### src/rtl/dmem_unit.sv
// Data-memory unit: single-port word array fronted by a one-entry coalescing store buffer.
// Loads return data one cycle later, with bytes forwarded from the buffer.
module dmem_unit #(
    parameter int ADDR_BITS = 6
) (
    input  logic        CLOCK_50,
    input  logic        RESET_N,
    input  logic        MemReqM,
    input  logic        MemWriteM,
    input  logic        ByteM,
    input  logic [31:0] ALUOutM,
    input  logic [31:0] WriteDataM,
    output logic [31:0] ReadDataW,
    output logic        BufValid,
    output logic        AlignErr
);

    localparam int DEPTH = 1 << ADDR_BITS;

    logic [31:0]          mem [DEPTH];

    logic                 buf_valid;
    logic [ADDR_BITS-1:0] buf_addr;
    logic [31:0]          buf_data;
    logic [3:0]           buf_mask;
    logic [31:0]          read_data;
    logic                 align_err;

    logic [1:0]           lane;
    logic [ADDR_BITS-1:0] widx;
    logic                 misaligned;
    logic                 is_load;
    logic                 is_store;
    logic                 coalesce;
    logic                 drain;
    logic                 hit;
    logic [3:0]           st_mask;
    logic [31:0]          st_data;
    logic [31:0]          coal_data;
    logic [31:0]          merged;
    logic [31:0]          ld_result;
    logic                 unused_addr_bits;

    assign lane             = ALUOutM[1:0];
    assign widx             = ALUOutM[ADDR_BITS+1:2];
    assign unused_addr_bits = ^ALUOutM[31:ADDR_BITS+2];

    // Misaligned word accesses are dropped and behave like an idle cycle.
    assign misaligned = MemReqM && !ByteM && (lane != 2'b00);
    assign is_load    = MemReqM && !misaligned && !MemWriteM;
    assign is_store   = MemReqM && !misaligned && MemWriteM;
    assign hit        = buf_valid && (buf_addr == widx);
    assign coalesce   = is_store && hit;
    assign drain      = buf_valid && !is_load && !coalesce;

    assign st_mask = ByteM ? (4'b0001 << lane) : 4'b1111;
    assign st_data = ByteM ? {4{WriteDataM[7:0]}} : WriteDataM;

    always_comb begin
        coal_data = buf_data;
        merged    = mem[widx];
        for (int i = 0; i < 4; i++) begin
            if (st_mask[i])
                coal_data[8*i +: 8] = st_data[8*i +: 8];
            if (hit && buf_mask[i])
                merged[8*i +: 8] = buf_data[8*i +: 8];
        end
        ld_result = ByteM ? {24'h0, merged[{lane, 3'b000} +: 8]} : merged;
    end

    always_ff @(posedge CLOCK_50 or negedge RESET_N) begin
        if (!RESET_N) begin
            read_data <= '0;
            buf_valid <= 1'b0;
            buf_addr  <= '0;
            buf_data  <= '0;
            buf_mask  <= '0;
            align_err <= 1'b0;
        end else begin
            if (misaligned)
                align_err <= 1'b1;
            if (is_load)
                read_data <= ld_result;
            if (coalesce) begin
                buf_data <= coal_data;
                buf_mask <= buf_mask | st_mask;
            end else if (is_store) begin
                buf_valid <= 1'b1;
                buf_addr  <= widx;
                buf_data  <= st_data;
                buf_mask  <= st_mask;
            end else if (drain) begin
                buf_valid <= 1'b0;
                buf_mask  <= '0;
            end
        end
    end

    // NOTE: the array has no reset; clearing a RAM costs a write port per word and buys nothing.
    always_ff @(posedge CLOCK_50) begin
        if (drain) begin
            for (int i = 0; i < 4; i++) begin
                if (buf_mask[i])
                    mem[buf_addr][8*i +: 8] <= buf_data[8*i +: 8];
            end
        end
    end

    assign ReadDataW = read_data;
    assign BufValid  = buf_valid;
    assign AlignErr  = align_err;

endmodule

### config.mk
export PLATFORM = sky130hd
export DESIGN_NAME = dmem_unit
export DESIGN_NICKNAME = d
export VERILOG_FILES = /design/src/rtl/dmem_unit.sv
export SDC_FILE = /design/constraint.sdc
export NUM_CORES = 2
export LEC_CHECK = 0
export ABC_CLOCK_PERIOD_IN_PS = 2800
export BUFFER_PORTS_ARGS = -buffer_cell sky130_fd_sc_hd__buf_2
export CORE_ASPECT_RATIO = 1.4
export CORE_MARGIN = 2
export CORE_UTILIZATION = 30
export CTS_BUF_LIST = sky130_fd_sc_hd__clkbuf_4 sky130_fd_sc_hd__clkbuf_8
export DETAILED_ROUTE_END_ITERATION = 10
export SYNTH_ARGS = -nofsm -noshare
export SYNTH_HDL_FRONTEND = slang
export SYNTH_SLANG_ARGS = --single-unit
export TNS_END_PERCENT = 100
### constraint.sdc
create_clock -name CLOCK_50 -period 2.8 [get_ports CLOCK_50]
set_clock_uncertainty 0.1 [all_clocks]
set_input_delay 0.42 -clock CLOCK_50 [delete_from_list [all_inputs] [get_ports CLOCK_50]]
set_output_delay 0.42 -clock CLOCK_50 [all_outputs]
set_load 0.01 [all_outputs]
==> out/qor.txt <==
Worst path top cell family by delay: multiplexers
Slowest cell on the critical path: mux4_2
Power Total: 67200 uW
Crit. End Element: register
Post-synthesis sequential area ratio: 76.0%
Post-Syn Area: 83400 um2
Post-route ant nets: 0
I/O Pins: 103
Rel. slew slack: 30.4%
Final Hold Fails: 0
Worst-margin pin slew: 1040 ps
Tcrit/Tclk final: 102%
Primary FF master, synth: edfxtp_1
Max Cap Viol: 0
CTS root buffer: clkbuf_8
Crit-path max cell delay: 510 ps
Hold Slack: 144 ps
Layout cells sized above 1: 37.5%
Clock buffer depth: 4
Vias/cell: 5.15
Synthesized flop and latch total: 2124
DR iter-0 viols: 5138
Layout fillers: 25800
Die area: 282000 um2
Final core occ: 36.8%
PortBufs: 78
Core area: 277000 um2
Die W: 450 um
Worst path most repeated cell: mux4_2
Clock slew at reported path FFs: 90 ps
CTS H-tree lvls: 5
CTS tree: built
Wire length on met3: 21700 um
Number of synthesized flops with an enable pin: 2048
First-pass GRT wire length: 386000 um
Hold_sp: ALUOutM[0]
Clk_lat worst skew: 970 ps
Initial antenna violation count: 20
Post-DP HPWL: 198000 um
Setup crit start: mem[31][27]
Setup crit start kind: register
Die outline height: 628 um
Syn. warnings: 0
RSZ-0062 raised after global routing: yes
Met1 WL: 103000 um
Post-synth cell types: 67
Post-route DRC: 0
Worst-path cell chain: mux4_2, mux4_2, o22ai_1, a2111o_1, nand3_1, buf_4, a22oi_1, a21oi_1
Starting density of the core: 30.1%
Vias in the first global route: 48300
WP buf/inv: 1
Fmax: 0.350 GHz
Post-route setup slack: -56.1 ps
Via count: 47500
Overflow after GRT: 0
FP Rows: 229
Worst Path Arrival: 3600 ps
Maximum vdd drop: 0.369 mV
Worst hold path class: primary input to register
Critical path fanouts, max: 2
FF-to-FF Start: mem[31][27]
Slew Limit Fails: 0
Syn_nets: 4237
Critical Path RT: 3540 ps
First drt pass iteration count: 5
Area grow syn2layout: 22.5%
Largest net degree at the start of global routing: 67
Post-CTS setup buffer count: 0
Leak: 0.0338 uW
Nets: 5375
Total CTS buffers: 303
Avg Synthesized Cell Area: 20.0 um2
Post-Route Setup TNS: -74.9 ps
Wire per inst: 30.5 um
Final wirelength: 281000 um
Highest metal used: met5
Post-Synthesis Cells: 4168
Ys async rst share: 3.58%
CTS Sinks: 2124
Tmin final: 2860 ps
Final-report setup violation count: 2
Status: finished, violations left
Pwr per Cell Area: 658 nW/um2
Failing checks: setup timing
Routability cong.: 0.987
Met2 wire len: 135000 um
Total Routing Usage GR: 19.5%
CP Class: register to register
placed cells by master (no fill, tap or decap), drive strengths merged, types with 28 or more instances in the layout:
cell and count:
nor2 348, a22oi 51, dlygate4sd3 64, nor3 28, a21oi 74, mux2i 198
clkinv 106, nand2 188, edfxtp 2048, clkbuf 393, a211oi 34, buf 1007
mux2 35, nand3 28, o21ai 38, mux4 464, o22ai 47, dfrtp 76
synthesized netlist by cell type, types with 4 or more instances:
| master | n | area, um2 |
|---|---|---|
| nor4_1 | 14 | 87.6 |
| o221ai_1 | 19 | 166 |
| nand2_1 | 188 | 706 |
| a211oi_1 | 34 | 255 |
| buf_1 | 14 | 52.6 |
| dfrtp_1 | 76 | 1900 |
| nor2_1 | 348 | 1310 |
| edfxtp_1 | 2048 | 61500 |
| or3_1 | 6 | 37.5 |
| a32o_1 | 6 | 60.1 |
| mux4_2 | 464 | 10500 |
| o211ai_1 | 9 | 67.6 |
| clkbuf_1 | 96 | 360 |
| a311oi_1 | 8 | 70.1 |
| nor2b_1 | 25 | 156 |
| buf_2 | 71 | 355 |
| a21o_1 | 5 | 37.5 |
| inv_1 | 5 | 18.8 |
| xnor2_1 | 6 | 52.6 |
| nand3_1 | 28 | 140 |
| a2111oi_0 | 7 | 61.3 |
| nor3b_1 | 8 | 60.1 |
| mux2_2 | 35 | 394 |
| nor3_1 | 28 | 140 |
| a21oi_1 | 74 | 370 |
| nand2b_1 | 10 | 62.6 |
| a221oi_1 | 19 | 166 |
| and3_1 | 9 | 56.3 |
| or2_2 | 4 | 25.0 |
| o2111ai_1 | 4 | 35.0 |
| nand4_1 | 10 | 62.6 |
| a32oi_1 | 5 | 43.8 |
| buf_6 | 26 | 293 |
| buf_4 | 30 | 225 |
| a22oi_1 | 51 | 383 |
| o21ai_0 | 35 | 175 |
| o22ai_1 | 47 | 294 |
| and2_1 | 11 | 68.8 |
| mux2i_1 | 198 | 1980 |
| a31oi_1 | 20 | 125 |
| a22o_1 | 25 | 219 |
worst min-delay path, stage by stage:
cell	delay (ps)
buf_2	190
nor2_1	90
buf_4	140
nor2b_1	140
buf_4	150
o21ai_0	70
report_power, final:
part / leakage, uW / internal (uW) / switching [uW] / total (uW)
Clock: 0.00300 / 12000 / 11800 / 23800
Sequential: 0.0192 / 36400 / 417 / 36800
Combinational: 0.0116 / 2180 / 4350 / 6530
Total: 0.0338 / 50600 / 16600 / 67200
layout make-up:
type / count / area (um2) / area share [%]
well taps: 3696 / 4620 / 4.53
flip-flops and latches: 2124 / 63400 / 62.1
multi-input cells: 1795 / 18900 / 18.5
repair buffers: 1074 / 9430 / 9.24
clock buffers: 390 / 4890 / 4.78
clock inverters: 127 / 783 / 0.767
inverters: 8 / 32.5 / 0.0319
diodes: 5 / 12.5 / 0.0123
cell families (layout without fill, tap and decap cells):
family | Yosys count | after routing | share of synthesized area [%]
multiplexers | 697 | 697 | 15.4
AND/OR/NAND/NOR | 698 | 698 | 3.58
AO/OA/AOI/OAI | 394 | 394 | 3.31
flip-flops | 2124 | 2124 | 76.0
XOR/XNOR | 6 | 6 | 0.0630
buffers and inverters | 249 | 1599 | 1.66
other | 0 | 5 | 0
flip-flops by register name (all words and copies together), names as in the netlist:
name	cells
mem	2048
ReadDataW	32
buf_data	32
buf_addr	6
buf_mask	4
AlignErr	1
BufValid	1
through the flow:
stage	cell area, um2	setup WS (ps)	cells
after floorplan	83400	-36.1	4168
after global placement	95400	-1710	8630
after detailed placement	95400	-1670	8630
after CTS	102000	1.66	9212
after global routing	102000	-58.2	9216
final	102000	-56.1	9219
path summary, 6_finish.rpt:
kind	end	slack, ps	cells after the start
max in group asynchronous	buf_data[16]	1830	4
min in group asynchronous	buf_mask[0]	510	4
min	buf_mask[0]	140	6
max	ReadDataW[3]	-60	8
min reg2reg	ReadDataW[10]	390	2
max reg2reg	ReadDataW[3]	-60	8
metal layers:
metal	up-vias	global-route usage, %
li1	19400	-
met1	25100	23.4
met2	2333	32.1
met3	584	3.96
met4	16	12.7
met5	-	0
repair_timing:
| action | CTS | global route |
|---|---|---|
| gates resized for setup | 34 | 37 |
| cloned | 0 | 3 |
| pin swaps | 2 | 7 |
| endpoints found under the setup margin | 97 | 457 |
| hold endpoints to repair | 120 | 0 |
| hold buffers | 65 | 0 |
(Power assumes the default switching activity.)
